`src/rtl/eda_strobe_scan_ram_if.sv`:
```
// eda_strobe_scan_ram_if: bundle of mark, query, scan and result signals
// between the region controller side (master) and the visited-bit map (slave).
// The neighbour-mark signals exist only when EDA_NEIGHBOR_MARK_EN is defined.
interface eda_strobe_scan_ram_if #(
  parameter int P          = 2,
  parameter int ADDR_WIDTH = 6,
  parameter int CNT_WIDTH  = 7
);
  logic                             clear;
  logic [P-1:0]                     mark_valid;
  logic [P-1:0][ADDR_WIDTH-1:0]     mark_addr;
  logic [ADDR_WIDTH-1:0]            query_addr;
  logic                             query_bit;
  logic                             scan_req;
  logic                             scan_busy;
  logic                             next_valid;
  logic                             next_ready;
  logic [ADDR_WIDTH-1:0]            next_addr;
  logic                             iterated_all;
  logic [CNT_WIDTH-1:0]             mark_count;
  logic                             all_marked;
`ifdef EDA_NEIGHBOR_MARK_EN
  logic                             nbr_mark_valid;
  logic [ADDR_WIDTH-1:0]            nbr_center_addr;
`endif

  modport master (
    output clear, mark_valid, mark_addr, query_addr, scan_req, next_ready,
`ifdef EDA_NEIGHBOR_MARK_EN
    output nbr_mark_valid, nbr_center_addr,
`endif
    input  query_bit, scan_busy, next_valid, next_addr, iterated_all,
    input  mark_count, all_marked
  );

  modport slave (
    input  clear, mark_valid, mark_addr, query_addr, scan_req, next_ready,
`ifdef EDA_NEIGHBOR_MARK_EN
    input  nbr_mark_valid, nbr_center_addr,
`endif
    output query_bit, scan_busy, next_valid, next_addr, iterated_all,
    output mark_count, all_marked
  );
endinterface

```
`src/rtl/eda_strobe_scan_ram.sv`:
```
// eda_strobe_scan_ram: M x N visited-bit map with P mark ports, a running
// count of marked pixels and a raster-order scanner that hands out the next
// unvisited pixel at or after the cursor. Defining EDA_NEIGHBOR_MARK_EN adds
// a 3x3 neighbourhood mark port clipped at the image borders.
module eda_strobe_scan_ram #(
  parameter int M          = 8,
  parameter int N          = 8,
  parameter int I_WIDTH    = 3,
  parameter int J_WIDTH    = 3,
  parameter int ADDR_WIDTH = I_WIDTH + J_WIDTH,
  parameter int P          = 2,
  parameter int CNT_WIDTH  = $clog2(M*N+1)
) (
  input logic                 clk,
  input logic                 reset_n,
  eda_strobe_scan_ram_if.slave bus
);

  localparam int CELLS = M * N;

  typedef enum logic [1:0] {IDLE, SCAN, HOLD, DONE} state_t;

  state_t                state_q, state_d;
  logic [CELLS-1:0]      map_q;
  logic [CELLS-1:0]      set_vec;
  logic [CELLS-1:0]      new_bits;
  logic [CNT_WIDTH-1:0]  count_q;
  logic [CNT_WIDTH-1:0]  new_count;
  logic [ADDR_WIDTH-1:0] cursor_q, cursor_d;
  logic [ADDR_WIDTH-1:0] next_addr_q, next_addr_d;
  logic [I_WIDTH-1:0]    row_ptr_q, row_ptr_d;
  logic [N-1:0]          row_bits;
  logic [N-1:0]          col_mask;
  logic [N-1:0]          candidate;
  logic                  hit;
  logic [J_WIDTH-1:0]    hit_col;

  function automatic logic in_range(input logic [ADDR_WIDTH-1:0] a);
    return (int'(a[ADDR_WIDTH-1:J_WIDTH]) < M) && (int'(a[J_WIDTH-1:0]) < N);
  endfunction

  function automatic int cell_index(input logic [ADDR_WIDTH-1:0] a);
    return int'(a[ADDR_WIDTH-1:J_WIDTH]) * N + int'(a[J_WIDTH-1:0]);
  endfunction

  // Collect every bit being marked this cycle from all ports into one vector,
  // so duplicates across ports collapse naturally.
  always_comb begin
    set_vec = '0;
    for (int p = 0; p < P; p++) begin
      if (bus.mark_valid[p] && in_range(bus.mark_addr[p]))
        set_vec[cell_index(bus.mark_addr[p])] = 1'b1;
    end
`ifdef EDA_NEIGHBOR_MARK_EN
    if (bus.nbr_mark_valid && in_range(bus.nbr_center_addr)) begin
      for (int dr = -1; dr <= 1; dr++) begin
        for (int dc = -1; dc <= 1; dc++) begin
          if ((int'(bus.nbr_center_addr[ADDR_WIDTH-1:J_WIDTH]) + dr >= 0) &&
              (int'(bus.nbr_center_addr[ADDR_WIDTH-1:J_WIDTH]) + dr < M) &&
              (int'(bus.nbr_center_addr[J_WIDTH-1:0]) + dc >= 0) &&
              (int'(bus.nbr_center_addr[J_WIDTH-1:0]) + dc < N))
            set_vec[(int'(bus.nbr_center_addr[ADDR_WIDTH-1:J_WIDTH]) + dr) * N +
                    int'(bus.nbr_center_addr[J_WIDTH-1:0]) + dc] = 1'b1;
        end
      end
    end
`endif
  end

  // Count only bits that flip from 0 to 1 this cycle.
  always_comb begin
    new_bits  = set_vec & ~map_q;
    new_count = '0;
    for (int i = 0; i < CELLS; i++)
      new_count = new_count + CNT_WIDTH'(new_bits[i]);
  end

  // Visited map and marked-pixel counter; clear wins over marks.
  always_ff @(posedge clk or negedge reset_n) begin
    if (!reset_n) begin
      map_q   <= '0;
      count_q <= '0;
    end else if (bus.clear) begin
      map_q   <= '0;
      count_q <= '0;
    end else begin
      map_q   <= map_q | set_vec;
      count_q <= count_q + new_count;
    end
  end

  // Candidate columns of the row under scan: unvisited, including this
  // cycle's marks, and not before the cursor column on the cursor row.
  always_comb begin
    row_bits = map_q[int'(row_ptr_q)*N +: N] | set_vec[int'(row_ptr_q)*N +: N];
    col_mask = '0;
    for (int c = 0; c < N; c++)
      col_mask[c] = (row_ptr_q != cursor_q[ADDR_WIDTH-1:J_WIDTH]) ||
                    (c >= int'(cursor_q[J_WIDTH-1:0]));
    candidate = ~row_bits & col_mask;
    hit     = 1'b0;
    hit_col = '0;
    for (int c = N - 1; c >= 0; c--) begin
      if (candidate[c]) begin
        hit     = 1'b1;
        hit_col = J_WIDTH'(c);
      end
    end
  end

  // Scan FSM next-state logic, one row examined per SCAN cycle.
  always_comb begin
    state_d     = state_q;
    row_ptr_d   = row_ptr_q;
    cursor_d    = cursor_q;
    next_addr_d = next_addr_q;
    case (state_q)
      IDLE: begin
        if (bus.scan_req) begin
          state_d   = SCAN;
          row_ptr_d = cursor_q[ADDR_WIDTH-1:J_WIDTH];
        end
      end
      SCAN: begin
        if (hit) begin
          next_addr_d = {row_ptr_q, hit_col};
          state_d     = HOLD;
        end else if (int'(row_ptr_q) < M - 1) begin
          row_ptr_d = row_ptr_q + I_WIDTH'(1);
        end else begin
          state_d = DONE;
        end
      end
      HOLD: begin
        if (bus.next_ready) begin
          cursor_d = next_addr_q;
          state_d  = IDLE;
        end
      end
      DONE: begin
        state_d = DONE;
      end
      default: state_d = IDLE;
    endcase
  end

  // Scan FSM registers; clear aborts any scan and rewinds the cursor.
  always_ff @(posedge clk or negedge reset_n) begin
    if (!reset_n) begin
      state_q     <= IDLE;
      row_ptr_q   <= '0;
      cursor_q    <= '0;
      next_addr_q <= '0;
    end else if (bus.clear) begin
      state_q   <= IDLE;
      row_ptr_q <= '0;
      cursor_q  <= '0;
    end else begin
      state_q     <= state_d;
      row_ptr_q   <= row_ptr_d;
      cursor_q    <= cursor_d;
      next_addr_q <= next_addr_d;
    end
  end

  assign bus.query_bit    = in_range(bus.query_addr) ? map_q[cell_index(bus.query_addr)] : 1'b0;
  assign bus.scan_busy    = (state_q == SCAN);
  assign bus.next_valid   = (state_q == HOLD);
  assign bus.next_addr    = next_addr_q;
  assign bus.iterated_all = (state_q == DONE);
  assign bus.mark_count   = count_q;
  assign bus.all_marked   = (count_q == CNT_WIDTH'(CELLS));

endmodule
```
`src/flat_wrapper.sv`:
```
// flat-port wrapper written by rule: the top's interface ports become plain ports
module eda_strobe_scan_ram_flat 
#(
  parameter int M          = 8,
  parameter int N          = 8,
  parameter int I_WIDTH    = 3,
  parameter int J_WIDTH    = 3,
  parameter int ADDR_WIDTH = I_WIDTH + J_WIDTH,
  parameter int P          = 2,
  parameter int CNT_WIDTH  = $clog2(M*N+1)
)
  (clk, reset_n, bus_clear, bus_mark_valid, bus_mark_addr, bus_query_addr, bus_scan_req, bus_next_ready, bus_query_bit, bus_scan_busy, bus_next_valid, bus_next_addr, bus_iterated_all, bus_mark_count, bus_all_marked);
  eda_strobe_scan_ram_if #(.P(P), .ADDR_WIDTH(ADDR_WIDTH), .CNT_WIDTH(CNT_WIDTH)) bus_i ();
  input logic clk;
  input logic reset_n;
  input wire logic [$bits(bus_i.clear)-1:0] bus_clear;
  input wire logic [$bits(bus_i.mark_valid)-1:0] bus_mark_valid;
  input wire logic [$bits(bus_i.mark_addr)-1:0] bus_mark_addr;
  input wire logic [$bits(bus_i.query_addr)-1:0] bus_query_addr;
  input wire logic [$bits(bus_i.scan_req)-1:0] bus_scan_req;
  input wire logic [$bits(bus_i.next_ready)-1:0] bus_next_ready;
  output wire logic [$bits(bus_i.query_bit)-1:0] bus_query_bit;
  output wire logic [$bits(bus_i.scan_busy)-1:0] bus_scan_busy;
  output wire logic [$bits(bus_i.next_valid)-1:0] bus_next_valid;
  output wire logic [$bits(bus_i.next_addr)-1:0] bus_next_addr;
  output wire logic [$bits(bus_i.iterated_all)-1:0] bus_iterated_all;
  output wire logic [$bits(bus_i.mark_count)-1:0] bus_mark_count;
  output wire logic [$bits(bus_i.all_marked)-1:0] bus_all_marked;
  assign bus_i.clear = bus_clear;
  assign bus_i.mark_valid = bus_mark_valid;
  assign bus_i.mark_addr = bus_mark_addr;
  assign bus_i.query_addr = bus_query_addr;
  assign bus_i.scan_req = bus_scan_req;
  assign bus_i.next_ready = bus_next_ready;
  assign bus_query_bit = bus_i.query_bit;
  assign bus_scan_busy = bus_i.scan_busy;
  assign bus_next_valid = bus_i.next_valid;
  assign bus_next_addr = bus_i.next_addr;
  assign bus_iterated_all = bus_i.iterated_all;
  assign bus_mark_count = bus_i.mark_count;
  assign bus_all_marked = bus_i.all_marked;
  eda_strobe_scan_ram #(.M(M), .N(N), .I_WIDTH(I_WIDTH), .J_WIDTH(J_WIDTH), .ADDR_WIDTH(ADDR_WIDTH), .P(P), .CNT_WIDTH(CNT_WIDTH)) u_core (.clk(clk), .reset_n(reset_n), .bus(bus_i));
endmodule
```
`config.mk`:
```
export PLATFORM = sky130hd
export DESIGN_NAME = eda_strobe_scan_ram_flat
export DESIGN_NICKNAME = d
export VERILOG_FILES = /design/src/rtl/eda_strobe_scan_ram_if.sv /design/src/rtl/eda_strobe_scan_ram.sv /design/src/flat_wrapper.sv
export SDC_FILE = /design/constraint.sdc
export NUM_CORES = 1
export LEC_CHECK = 0
export CORE_ASPECT_RATIO = 0.7
export CORE_MARGIN = 1.5
export CORE_UTILIZATION = 45
export CTS_CLUSTER_SIZE = 14
export DETAILED_ROUTE_END_ITERATION = 8
export HOLD_SLACK_MARGIN = 0.08
export REMOVE_ABC_BUFFERS = 1
export SLEW_MARGIN = 40
export SYNTH_ARGS = -nofsm -noshare
export SYNTH_HDL_FRONTEND = slang
export SYNTH_SLANG_ARGS = --single-unit
```
`constraint.sdc`:
```
create_clock -name clk -period 8.1 [get_ports clk]
set_input_delay 1.215 -clock clk [delete_from_list [all_inputs] [get_ports clk]]
set_output_delay 1.215 -clock clk [all_outputs]
set_load 0.02 [all_outputs]
```
==> impl_metrics.env <==
export IMPL_status="finished, final reports clean"
export IMPL_post_route_period_util_pct=96.23
export IMPL_power_density_nw_per_um2=141.7
export IMPL_fin_setup_tns_ps=0
export IMPL_cts_tree="built"
export IMPL_cts_root_buffer="clkbuf_16"
export IMPL_reg2reg_depth=21
export IMPL_max_freq_mhz=128.3
export IMPL_grt_pass1_vias=6992
export IMPL_regToRegEndpoint="u_core.bus.mark_count[5]"
export IMPL_yosysUniqueCellTypes=62
export IMPL_synth_fa_ha_area_share_pct=18.33
export IMPL_drive_above_1_share_pct=28.51
export IMPL_wl_um=28230
export IMPL_synth_compound_area_share_pct=11.28
export IMPL_detail_route_antenna_nets=0
export IMPL_io_pins=43
export IMPL_dieArea_um2=18570
export IMPL_drtIter0Drc=754
export IMPL_maxCapViolCount=0
export IMPL_vias=7044
export IMPL_synthSimpleGateAreaFrac_pct=20.52
export IMPL_dieHeight_um=114.5
export IMPL_critPathKind="in -> reg"
export IMPL_final_area_um2=10010
export IMPL_setup_viol=0
export IMPL_crit_path_end="u_core.bus.mark_count[5]"
export IMPL_holdBufCountCts=0
export IMPL_finalHoldViolations=0
export IMPL_routedWlPerCell_um=24.55
export IMPL_regArea_um2=2205
export IMPL_synth_edf_count=0
export IMPL_clk_transition_reported_paths_ps=70
export IMPL_final_common_cell="nor2_1"
export IMPL_avgSynthCellArea_um2=10.05
export IMPL_grt_antenna_before_repair=2
export IMPL_crit_required_ps=8340
export IMPL_placed_area_um2=9296
export IMPL_rsz0062_at_grt="no"
export IMPL_critPathSlowestCell="fa_2"
export IMPL_power_w=0.001419
export IMPL_cts_buffers=9
export IMPL_nets=1023
export IMPL_cts_buffer_depth=2
export IMPL_max_slew_margin_pct=46.78
export IMPL_port_buffers=42
export IMPL_synthMuxAreaShare_pct=14.55
export IMPL_netlist_area_um2=7988
export IMPL_final_cell_mix="nor2_1, buf_4, dfrtp_1"
export IMPL_worst_slew_pin_slew_ps=791.0
export IMPL_reg2reg_slack_ps=1740
export IMPL_fin_worst_skew_ps=6.994
export IMPL_min_period_ps=7795
export IMPL_yosys_warnings=0
export IMPL_vdd_ir_drop_max_mv=0.08279
export IMPL_yosys_area_share_xor_xnor_pct=1.535
export IMPL_cp_common_cell="fa_1"
export IMPL_worst_path_largest_cell_delay_ps=600
export IMPL_fillerInstances=1511
export IMPL_viasPerCell=6.125
export IMPL_drc=0
export IMPL_grt_pass1_wl_um=42560
export IMPL_fp_row_count=40
export IMPL_min_path_type="reg -> reg"
export IMPL_first_pass_iters=6
export IMPL_area_growth_syn_to_layout_pct=25.36
export IMPL_start_kind="primary input"
export IMPL_synth_flop_cell="dfrtp_1"
export IMPL_crit_path_max_fanout=6
export IMPL_grt_max_degree=60
export IMPL_grt_usage_pct=31.71
export IMPL_clk_latency_ps=360
export IMPL_initial_core_util_pct=46.26
export IMPL_place_hpwl_um=21990
export IMPL_core_um2=17270
export IMPL_crit_start="bus_mark_addr[2]"
export IMPL_postSynthCellCount=795
export IMPL_p_leak_nw=4.425
export IMPL_multi_input_area_um2=5545
export IMPL_crit_path_end_kind="flop"
export IMPL_critical_path_cell_chain="dlymetal6s2s_1 > or4b_4 > buf_8 > o22ai_4 > or2b_1 > fa_2 > fa_2 > fa_1 > fa_1 > fa_2 > fa_1 > fa_1 > fa_1 > inv_1 > ha_1 > a21o_1 > a21o_1 > a21o_1 > a21oi_2 > xor2_1 > nor2_1"
export IMPL_ys_seq_elements=88
export IMPL_utilization_pct=57.99
export IMPL_antennaDiodeCount=0
export IMPL_async_reset_ff_share_pct=100.0
export IMPL_worstReg2RegStart="u_core.map_q[42]"
export IMPL_htreeDepth=3
export IMPL_whs_ps=537.6
export IMPL_grt_overflow=0
export IMPL_slew_viol_final=0
export IMPL_synth_top_family_by_area="simple AND/OR/NAND/NOR gates"
export IMPL_clkSinkCount=88
export IMPL_arrival_ps=8030
export IMPL_fp_dieW_um=162.2
export IMPL_place_congestion=0.9623
export IMPL_seq_area_frac_synth_pct=27.57
worst max-delay path, delay by kind of cell:
kind / cells / cell delay, ps
adder cells (fa/ha/maj): 9 / 4460
AO/OA/AOI/OAI: 5 / 890
XOR/XNOR: 1 / 170
buffers and inverters: 3 / 380
AND/OR/NAND/NOR: 3 / 930
layout make-up:
| cell class | instances | area share, % |
|---|---|---|
| repair buffers | 169 | 14.42 |
| flip-flops and latches | 88 | 22.02 |
| well taps | 231 | 2.886 |
| multi-input cells | 586 | 55.38 |
| clock buffers | 9 | 2.249 |
| clock inverters | 7 | 0.7997 |
| inverters | 60 | 2.249 |
synth_stat cells (6+ instances only):
library cell / number / area, um^2
mux4_2: 48 / 1081
dfrtp_1: 88 / 2202
a21oi_1: 14 / 70.07
xnor2_1: 9 / 78.83
nand2b_1: 50 / 312.8
nand3b_1: 8 / 60.06
ha_1: 29 / 362.9
o22ai_1: 63 / 394.1
buf_1: 6 / 22.52
nand4b_1: 6 / 52.55
clkbuf_1: 26 / 97.59
nor2b_1: 29 / 181.4
buf_2: 28 / 140.1
o21ai_0: 11 / 55.05
nand2_1: 11 / 41.29
inv_1: 60 / 225.2
nand4bb_1: 6 / 67.56
fa_1: 55 / 1101
or3_1: 9 / 56.30
nor2_1: 143 / 536.8
o22a_1: 6 / 52.55
stage by stage:
stage,setup slack (ps),instances
6_report,305.3,1150
5_1_grt,106.1,1150
4_1_cts,12.50,1137
3_5_place_dp,-772.4,1121
3_3_place_gp,-730.1,1120
2_1_floorplan,190.6,734
layer usage:
metal | vias up | wire length, um | track usage (%) | share of wire, %
li1 | 3041 | - | - | -
met1 | 3579 | 12240 | 45.40 | 43
met2 | 369 | 12070 | 46.15 | 43
met3 | 55 | 3314 | 10.97 | 12
met4 | 0 | 604 | 7.706 | 2.1
met5 | - | 0 | 0 | 0
power by group:
group	switching, W	internal, W	total [W]
Sequential	0.0000355	0.000466	0.000502
Clock	0.000204	0.000243	0.000447
Combinational	0.000259	0.000211	0.000470
Total	0.000498	0.000920	0.00142
worst min-delay path by stage:
stage,from,end,slack [ps],depth (start not counted)
floorplan,u_core.map_q[31],u_core.map_q[31],490,2
global placement,u_core.bus.next_addr[1],u_core.bus.next_addr[1],520,1
detailed placement,u_core.bus.next_addr[1],u_core.bus.next_addr[1],520,1
CTS,u_core.bus.next_addr[1],u_core.bus.next_addr[1],540,1
global route,u_core.bus.next_addr[1],u_core.bus.next_addr[1],550,1
finish,u_core.bus.next_addr[1],u_core.bus.next_addr[1],540,1
flip-flops by register name, summed over array words and instances, names as in the netlist:
register and count:
u_core.row_ptr_q 3, u_core.state_q 2, u_core.bus.next_addr 6, u_core.map_q 64, u_core.bus.mark_count 7, u_core.cursor_q 6
cell families after synthesis:
kind of cell	after synthesis
AOI/OAI and AO/OA	131
xor gates and xnor gates	14
adders and majority gates	84
buffers and inverters	121
DFF	88
muxes	54
and+or+nand+nor	303
timing repair:
item / in CTS / in global routing
buffers inserted: 0 / 13
resized for setup: 24 / 57
setup endpoints to repair: 4 / 3
pin swaps: 6 / 33
(Power assumes the default switching activity.)
